===== config.mk =====
export PLATFORM = sky130hd
export DESIGN_NAME = la_clkor4_ctrl
export DESIGN_NICKNAME = d
export VERILOG_FILES = /design/src/rtl/la_clkor4_ctrl_pkg.sv /design/src/rtl/la_clkor4_ctrl_cnt.sv /design/src/rtl/la_clkor4_ctrl.sv
export SDC_FILE = /design/constraint.sdc
export NUM_CORES = 1
export LEC_CHECK = 0
export ABC_CLOCK_PERIOD_IN_PS = 5000
export BUFFER_PORTS_ARGS = -buffer_cell sky130_fd_sc_hd__buf_2
export CORE_MARGIN = 2
export CORE_UTILIZATION = 46
export CTS_BUF_LIST = sky130_fd_sc_hd__clkbuf_4
export DETAILED_ROUTE_END_ITERATION = 16
export GPL_TIMING_DRIVEN = 0
export PLACE_DENSITY = 0.61
export SYNTH_ARGS = -nofsm -noshare
export SYNTH_HDL_FRONTEND = slang
export SYNTH_HIERARCHICAL = 1
export SYNTH_SLANG_ARGS = --single-unit

===== constraint.sdc =====
create_clock -name clk -period 5 [get_ports clk]
set_clock_uncertainty 0.05 [all_clocks]
set_input_delay 1.25 -clock clk [delete_from_list [all_inputs] [get_ports clk]]
set_output_delay 1.25 -clock clk [all_outputs]
set_load 0.02 [all_outputs]

===== src/rtl/la_clkor4_ctrl_pkg.sv =====
// rtl/la_clkor4_ctrl_pkg.sv - shared types, constants and helpers for the clock-OR enable sequencer
// Purpose: state encoding, counter width and the one-hot decode used by the top and the counter.
// Ports: none (package).
package la_clkor4_ctrl_pkg;

  localparam int CNT_W = 8;

  typedef enum logic [1:0] {
    OFF    = 2'd0,
    ON     = 2'd1,
    DRAIN  = 2'd2,
    SETTLE = 2'd3
  } state_t;

  function automatic logic [3:0] onehot4(input logic [1:0] idx);
    onehot4 = 4'b0001 << idx;
  endfunction

endpackage


===== src/rtl/la_clkor4_ctrl_cnt.sv =====
// rtl/la_clkor4_ctrl_cnt.sv - loadable down-counter with zero flag for drain/settle timing
// Purpose: one counter serves both the drain and the settle interval; it saturates at zero.
// Ports:
//   clk      in   control clock
//   reset    in   synchronous active-high reset (loads RST_VAL)
//   load     in   load load_val this cycle (takes priority over decrement)
//   load_val in   CNT_W value to load
//   zero     out  counter currently holds zero
module la_clkor4_ctrl_cnt
  import la_clkor4_ctrl_pkg::*;
#(
  parameter             PROP    = "DEFAULT",
  parameter logic [CNT_W-1:0] RST_VAL = '0
) (
  input  logic             clk,
  input  logic             reset,
  input  logic             load,
  input  logic [CNT_W-1:0] load_val,
  output logic             zero
);

  logic [CNT_W-1:0] cnt_q;

  always_ff @(posedge clk) begin
    if (reset) begin
      cnt_q <= RST_VAL;
    end else if (load) begin
      cnt_q <= load_val;
    end else if (!zero) begin
      cnt_q <= cnt_q - CNT_W'(1);
    end
  end

  // Cell-mapped builds may substitute a library zero detect; behaviour is the same.
  if (PROP == "DEFAULT") begin : g_zero_std
    assign zero = (cnt_q == '0);
  end else begin : g_zero_cell
    assign zero = ~|cnt_q;
  end

endmodule


===== src/rtl/la_clkor4_ctrl.sv =====
// rtl/la_clkor4_ctrl.sv - break-before-make sequencer for four clock-gate enables feeding a clock OR
// Purpose: at most one enable high; every switch drops all enables for a drain interval, then
//   raises the new enable and waits a settle interval before reporting active.
// Optional: define LA_CLKOR4_CTRL_ACK_EN to add gate enable feedback (en_ack) and a sticky ack_err.
// Ports:
//   clk       in   always-on control clock
//   reset     in   synchronous active-high reset
//   req_valid in   switch request valid
//   req_ready out  request accepted when req_valid & req_ready (OFF/ON only)
//   req_sel   in   requested source index
//   req_off   in   request all sources off (req_sel ignored)
//   en        out  clock-gate enables, one-hot or zero
//   cur_sel   out  current or last selected source
//   active    out  selected source enabled and settled
//   busy      out  switch in progress
//   en_ack    in   (ACK_EN) gate enable feedback, synchronized to clk
//   ack_err   out  (ACK_EN) sticky: a non-selected gate acknowledged while ON
module la_clkor4_ctrl
  import la_clkor4_ctrl_pkg::*;
#(
  parameter     PROP          = "DEFAULT",
  parameter int DRAIN_CYCLES  = 4,
  parameter int SETTLE_CYCLES = 2,
  parameter int RESET_SEL     = 0,
  parameter int RESET_ON      = 0
) (
  input  logic       clk,
  input  logic       reset,
  input  logic       req_valid,
  output logic       req_ready,
  input  logic [1:0] req_sel,
  input  logic       req_off,
  output logic [3:0] en,
  output logic [1:0] cur_sel,
  output logic       active,
  output logic       busy
`ifdef LA_CLKOR4_CTRL_ACK_EN
  ,
  input  logic [3:0] en_ack,
  output logic       ack_err
`endif
);

  localparam logic [CNT_W-1:0] DRAIN_LD  = DRAIN_CYCLES[CNT_W-1:0];
  localparam logic [CNT_W-1:0] SETTLE_LD = SETTLE_CYCLES[CNT_W-1:0];
  localparam logic [1:0]       RST_SEL   = RESET_SEL[1:0];
  localparam bit               RST_ON    = (RESET_ON != 0);
  localparam state_t           RST_STATE = RST_ON ? SETTLE : OFF;
  localparam logic [3:0]       RST_EN    = RST_ON ? onehot4(RST_SEL) : 4'b0000;
  localparam logic [CNT_W-1:0] RST_CNT   = RST_ON ? SETTLE_LD : '0;

  state_t           state_q, state_d;
  logic [1:0]       target_q, target_d;
  logic             off_q, off_d;
  logic [1:0]       cur_sel_d;
  logic [3:0]       en_d;
  logic             cnt_load;
  logic [CNT_W-1:0] cnt_val;
  logic             cnt_zero;
  logic             drain_ok;
  logic             settle_ok;
  logic             accept;

  assign accept = req_valid && req_ready;

`ifdef LA_CLKOR4_CTRL_ACK_EN
  // The gates must confirm they are really off / really on before moving on.
  assign drain_ok  = (en_ack == 4'b0000);
  assign settle_ok = en_ack[cur_sel];
`else
  assign drain_ok  = 1'b1;
  assign settle_ok = 1'b1;
`endif

  la_clkor4_ctrl_cnt #(
    .PROP    (PROP),
    .RST_VAL (RST_CNT)
  ) u_cnt (
    .clk      (clk),
    .reset    (reset),
    .load     (cnt_load),
    .load_val (cnt_val),
    .zero     (cnt_zero)
  );

  always_comb begin
    state_d   = state_q;
    target_d  = target_q;
    off_d     = off_q;
    cur_sel_d = cur_sel;
    en_d      = en;
    cnt_load  = 1'b0;
    cnt_val   = '0;
    unique case (state_q)
      OFF: begin
        // An off request while already off is a no-op.
        if (accept && !req_off) begin
          target_d  = req_sel;
          cur_sel_d = req_sel;
          en_d      = onehot4(req_sel);
          cnt_load  = 1'b1;
          cnt_val   = SETTLE_LD;
          state_d   = SETTLE;
        end
      end
      ON: begin
        if (accept && (req_off || (req_sel != cur_sel))) begin
          en_d     = 4'b0000;
          target_d = req_sel;
          off_d    = req_off;
          cnt_load = 1'b1;
          cnt_val  = DRAIN_LD;
          state_d  = DRAIN;
        end
      end
      DRAIN: begin
        if (cnt_zero && drain_ok) begin
          if (off_q) begin
            state_d = OFF;
          end else begin
            en_d      = onehot4(target_q);
            cur_sel_d = target_q;
            cnt_load  = 1'b1;
            cnt_val   = SETTLE_LD;
            state_d   = SETTLE;
          end
        end
      end
      SETTLE: begin
        if (cnt_zero && settle_ok) begin
          state_d = ON;
        end
      end
    endcase
  end

  // Status outputs are registered from the next state so they line up with en.
  always_ff @(posedge clk) begin
    if (reset) begin
      state_q   <= RST_STATE;
      target_q  <= RST_SEL;
      off_q     <= 1'b0;
      cur_sel   <= RST_SEL;
      en        <= RST_EN;
      active    <= 1'b0;
      busy      <= RST_ON;
      req_ready <= !RST_ON;
    end else begin
      state_q   <= state_d;
      target_q  <= target_d;
      off_q     <= off_d;
      cur_sel   <= cur_sel_d;
      en        <= en_d;
      active    <= (state_d == ON);
      busy      <= (state_d == DRAIN) || (state_d == SETTLE);
      req_ready <= (state_d == OFF) || (state_d == ON);
    end
  end

`ifdef LA_CLKOR4_CTRL_ACK_EN
  always_ff @(posedge clk) begin
    if (reset) begin
      ack_err <= 1'b0;
    end else if ((state_q == ON) && |(en_ack & ~onehot4(cur_sel))) begin
      ack_err <= 1'b1;
    end
  end
`endif

endmodule


* Word-level counts from Yosys, hierarchy flattened *
Index checks and enable logic that the tools add are counted.

storage, ports and cells
  input bits = 6
  bits in registers = 22
  word-level logic and storage cells = 70

operators by class
  eq/ne operators = 12
  add/subtract/negate cells = 1
  reductions and logical operators = 17
  mux-type cells = 29
  shift-type cells = 2

operators by type and width
  kind                 count
  $mux 2               12
  $mux 4               4
  $mux 8               2
  $pmux 4 s3           1
  $ne 2x2->1 const B   5
  $pmux 3 s3           1
  $eq 2x2->1 const B   4
  $logic_not 8->1      1
  $pmux 2 s2           2
  $pmux 2 s4           1
  $shl 1x2->4 const A  2
  $sub 8x1->8 const B  1
  $reduce_and 5->1     1
  $eq 2x1->1 const B   2
  $logic_not 2->1      2
  $mux 1               4
  $reduce_and 4->1     1
  $reduce_bool 2->1    2
  $logic_and 1x1->1    3
  $logic_or 1x1->1     3
  $mux 3               1
  $pmux 1 s3           1
  $reduce_and 3->1     1
  $reduce_bool 3->1    1
  other kinds (3)      3

* Longest topological paths before layout *
  depth after elaboration = 7
  depth in mapped cells = 11

* Modules after synthesis *
The synthesis kept the hierarchy.

by module, submodules not included
  module              area an instance (um^2)  cells an instance  times used  sequential area each (um^2)
  la_clkor4_ctrl      793.3                    84                 1           260.2
  la_clkor4_ctrl_cnt  479.2                    57                 1           160.2

* Worst setup path before layout *
No wires, ideal clock.

  kind = input port to flip-flop
  start point = input port req_sel[1]
  end point = register u_cnt.cnt_q[7]
  buffers on the path = 2
  setup time = 0.122 ns
  cell stages on the path = 8
  slack = 2.138 ns
  required time = 4.828 ns
  arrival = 2.690 ns
  cell sequence = buf_4 -> xor2_1 -> nor4_4 -> nor2_4 -> clkbuf_1 -> nor2_1 -> o311a_1 -> a221o_1

between the ends
  word-level cells in the longest chain between the ends = 6
  elaborated cells on any way between the ends = 7
  those cells by class = 2 x eq/ne; 3 x mux; 2 x reduce/logical

ends and longest elaborated chain
  item                                                          RTL line                  RTL
  from (decl)                                                   la_clkor4_ctrl.sv:31      input logic [1:0] req_sel,
  $ne 2x2->1 *                                                  la_clkor4_ctrl.sv:107     if (accept && (req_off || (req_sel != cur_sel))) begin
  $logic_or 1x1->1 *                                            la_clkor4_ctrl.sv:107
  $logic_and 1x1->1 *                                           la_clkor4_ctrl.sv:107
  $mux 1 *                                                      la_clkor4_ctrl.sv:107
  $pmux 1 s3 *                                                  la_clkor4_ctrl.sv:94      unique case (state_q)
  net cnt_load                                                  la_clkor4_ctrl.sv:57      logic cnt_load;
  $ne 2x2->1 (no source line) / $mux 8 (equally long branches)  -
  to (signal assigned)                                          la_clkor4_ctrl_cnt.sv:28  cnt_q <= load_val;
  to (signal assigned)                                          la_clkor4_ctrl_cnt.sv:30  cnt_q <= cnt_q - CNT_W'(1);
  to (decl)                                                     la_clkor4_ctrl_cnt.sv:22  logic [CNT_W-1:0] cnt_q;

Mark *: on every way through the listed nets, which the timed path passes. The rest lies on a longest branch.
A chain may end at the register's enable or synchronous reset.

* Worst setup path in the final report *
  start point = register u_cnt.cnt_q[0]
  end point = register u_cnt.cnt_q[7]

between the ends
  word-level cells in the longest chain between the ends = 4
  elaborated cells on any way between the ends = 7
  those cells by class = 1 x add/sub; 1 x eq/ne; 4 x mux; 1 x reduce/logical

ends and longest elaborated chain
  item                                                          RTL line                  RTL
  $logic_not 8->1 *                                             la_clkor4_ctrl_cnt.sv:36  assign zero = (cnt_q == '0);
  net cnt_zero                                                  la_clkor4_ctrl.sv:59      logic cnt_zero;
  $mux 1 *                                                      la_clkor4_ctrl.sv:117     if (cnt_zero && drain_ok) begin
  $pmux 1 s3 *                                                  la_clkor4_ctrl.sv:94
  net cnt_load                                                  la_clkor4_ctrl.sv:57
  $ne 2x2->1 (no source line) / $mux 8 (equally long branches)  -

Mark *: on every way through the listed nets, which the timed path passes. The rest lies on a longest branch. The select of a mux whose other input is x is not followed.

==> impl_metrics.env <==
export IMPL_ys_seq_area_frac=0.330
export IMPL_rsz0062_at_grt="no"
export IMPL_synth_top_cell_area_share=0.330
export IMPL_htree_levels=1
export IMPL_ys_flop_type="dfxtp_1"
export IMPL_ys_seq_elements=21
export IMPL_synth_area_leader_cell="dfxtp_1"
export IMPL_initial_core_util=0.474
export IMPL_gp_congestion=0.866
export IMPL_synth_xor_area_frac=0.0560
export IMPL_r2r_cells=11
export IMPL_avgSynthCellArea_sq_um=9.02
export IMPL_netlist_cell_type_count=50
export IMPL_min_path_cells=2
export IMPL_syn2layout_area_growth_pct=11.8
export IMPL_antenna_cells=0
export IMPL_ys_warn_count=6
export IMPL_top_usage_layer="met2"
export IMPL_ant_nets=0
export IMPL_power_leakage_nw=0.579
export IMPL_min_period_over_period=0.655
export IMPL_worst_slew_margin_rel=0.491
export IMPL_grt_pass1_wl_um=4530
export IMPL_rows=19
export IMPL_hold_violations=0
export IMPL_use_met1=0.229
export IMPL_antenna_found_initial=0
export IMPL_die_w_um=56.6
export IMPL_drive_gt1_frac=0.190
export IMPL_grt_pass1_vias=1026
export IMPL_max_vdd_ir_drop_mv=0.250
export IMPL_path_class="reg2reg"
export IMPL_crit_fanout=10
export IMPL_synth_compound_area_frac=0.208
export IMPL_grt_max_degree=13
export IMPL_synth_edff_count=0
export IMPL_final_cell_mix="dfxtp_1 (21), nand2_1 (14), buf_2 (13), nor2_1 (10), o21ai_0 (7)"
export IMPL_grt_overflow=0
export IMPL_cts_tree="done"
export IMPL_finalInstanceArea_sq_um=1420
export IMPL_max_freq_mhz=305
export IMPL_ios=15
export IMPL_final_nets=171
export IMPL_synthSimpleGateAreaFrac=0.294
export IMPL_cts_max_path_buffers=2
export IMPL_critical_path_top_delay_family="simple AND/OR/NAND/NOR gates"
export IMPL_dr_pass1_iters=4
export IMPL_grt_use_total=0.180
export IMPL_cts_hold_buf=0
export IMPL_tns_ps=0
export IMPL_die_h_um=56.6
export IMPL_netlist_top_cells_area="dfxtp_1 (33%), mux2i_1 (4.7%), nand2_1 (4.1%), nor3b_1 (3.5%), nor2_1 (2.9%)"
export IMPL_synthCells=141
export IMPL_die_area_sq_um=3200
export IMPL_synth_top_family_by_area="simple AND/OR/NAND/NOR gates"
export IMPL_setup_viol=0
export IMPL_hold_path_class="reg2reg"
export IMPL_numCtsBuffers=3
export IMPL_path_buf_inv=3
export IMPL_maxCapViolations=0
export IMPL_place_area_sq_um=1400
export IMPL_max_stage_delay_ps=480
export IMPL_worstPathArrival_ps=3430
export IMPL_synth_area_sq_um=1270
export IMPL_drv_slew=0
export IMPL_wl_per_cell_um=13.3
export IMPL_power_density_nw_per_um2=500
export IMPL_port_buffers=13
export IMPL_critPathRequiredTime_ps=5150
export IMPL_avgViaCountPerCell=5.54
export IMPL_end_kind="flop"
export IMPL_cts_setup_buffers=0
export IMPL_root_buffer="clkbuf_4"
export IMPL_start_kind="flop"
export IMPL_critPathSlowestCell="or4b_1"
export IMPL_dp_final_hpwl_um=2010
export IMPL_cp_cell_sequence="inv_1 > ha_1 > or4b_1 > nor2_1 > inv_1 > o32a_4 > nor2_4 > clkbuf_1 > nor2_1 > o311a_1 > a221o_1"
export IMPL_period_minus_slack_ps=3280
export IMPL_clock_sinks=21
export IMPL_vias=1075
export IMPL_path_depth=11
export IMPL_core_region_area_sq_um=2690
export IMPL_final_common_cell="dfxtp_1"
export IMPL_synth_async_sr_flop_share=0
export IMPL_ctsResizeCount=0
export IMPL_status="finished, final reports clean"
export IMPL_clk_latency_ps=300
export IMPL_synth_area_mux_share=0.0472
export IMPL_synth_fa_ha_area_frac=0.00983
export IMPL_finalWirelength_um=2590
export IMPL_worstMarginPinSlew_ps=754
export IMPL_drt_iter0_markers=19
export IMPL_grt_util_met3=0.0276
export IMPL_use_met2=0.286
export IMPL_clk_pin_slew_ps=130
export IMPL_drc=0
-- stage by stage --
step	utilization	worst slack, ps	std cells	hold WS (ps)	total power, W
after global routing	0.530	1440	194	453	0.000774
after CTS	0.530	1700	194	415	0.000717
after detailed placement	0.519	1720	190	396	0.000628
final	0.530	1720	194	413	0.000711
after floorplan	-	2140	146	430	0.000547
after global placement	0.519	1740	190	392	0.000620
-- sequential cells by signal, indices dropped and copies added, names as in the netlist --
| signal | count |
|---|---|
| off_q | 1 |
| busy | 1 |
| req_ready | 1 |
| state_q | 1 |
| u_cnt/cnt_q | 8 |
| en | 4 |
| target_q | 2 |
| cur_sel | 2 |
| active | 1 |
-- tightest hold or removal path, delay by kind of cell (launching register included) --
family        cells  cell delay (ps)
flops             1              330
simple gates      1               50
mux               1               50
-- cells by family (layout without fill, tap and decap cells) --
logic type / after synthesis / in the layout
and+or+nand+nor: 59 / 59
AOI/OAI and AO/OA: 34 / 34
DFF: 21 / 21
buffers and inverters: 13 / 30
xor gates and xnor gates: 6 / 6
muxes: 6 / 6
adders and majority gates: 1 / 1
other: 1 / 6
-- worst paths after layout --
| check | slack, ps | endpoint | from |
|---|---|---|---|
| setup reg to reg | 1720 | u_cnt/cnt_q[7]$_SDFFE_PP0P_ | u_cnt/cnt_q[0]$_SDFFE_PP0P_ |
| hold reg to reg | 410 | en[0]$_SDFFE_PP0P_ | en[0]$_SDFFE_PP0P_ |
| hold / removal | 410 | en[0]$_SDFFE_PP0P_ | en[0]$_SDFFE_PP0P_ |
| setup / recovery | 1720 | u_cnt/cnt_q[7]$_SDFFE_PP0P_ | u_cnt/cnt_q[0]$_SDFFE_PP0P_ |
-- area by class of cell --
cell class                 instances  area (sq um)
fill                             275          1260
multi-input combinational        112           806
sequential                        21           420
timing repair buffer              13          65.1
buffer                             6          38.8
tap                               31          38.8
inverter                           7          26.3
clock buffer                       3          22.5
clock inverter                     1          5.00
-- report_power, final --
| part | switching (W) | internal, W |
|---|---|---|
| clock network | 0.0000540 | 0.0000298 |
| logic | 0.000206 | 0.000162 |
| registers | 0.0000459 | 0.000214 |
-- cells in the mapped netlist, types with 2 or more instances --
master and count:
o21ai_0 7, nor3_1 4, o221a_1 2, a211oi_1 2, mux2i_1 6, or3_1 4
a21oi_1 6, o311a_1 2, nand2_1 14, o31ai_1 2, nand3b_1 2, nand3_1 3
xnor2_1 2, nor2_1 10, inv_1 6, o32ai_1 2, nor3b_1 6, nand2b_1 2
nor2b_1 2, a211o_1 2, dfxtp_1 21, clkbuf_1 2, buf_4 2, xor2_1 3
nor3_2 2
-- routing by layer --
layer / routed length, um / up-vias
li1: - / 556
met1: 1260 / 494
met2: 1190 / 17
met3: 62 / 8
met4: 76 / 0
met5: 0 / -
Note: power is estimated with default switching activity, not from simulation.
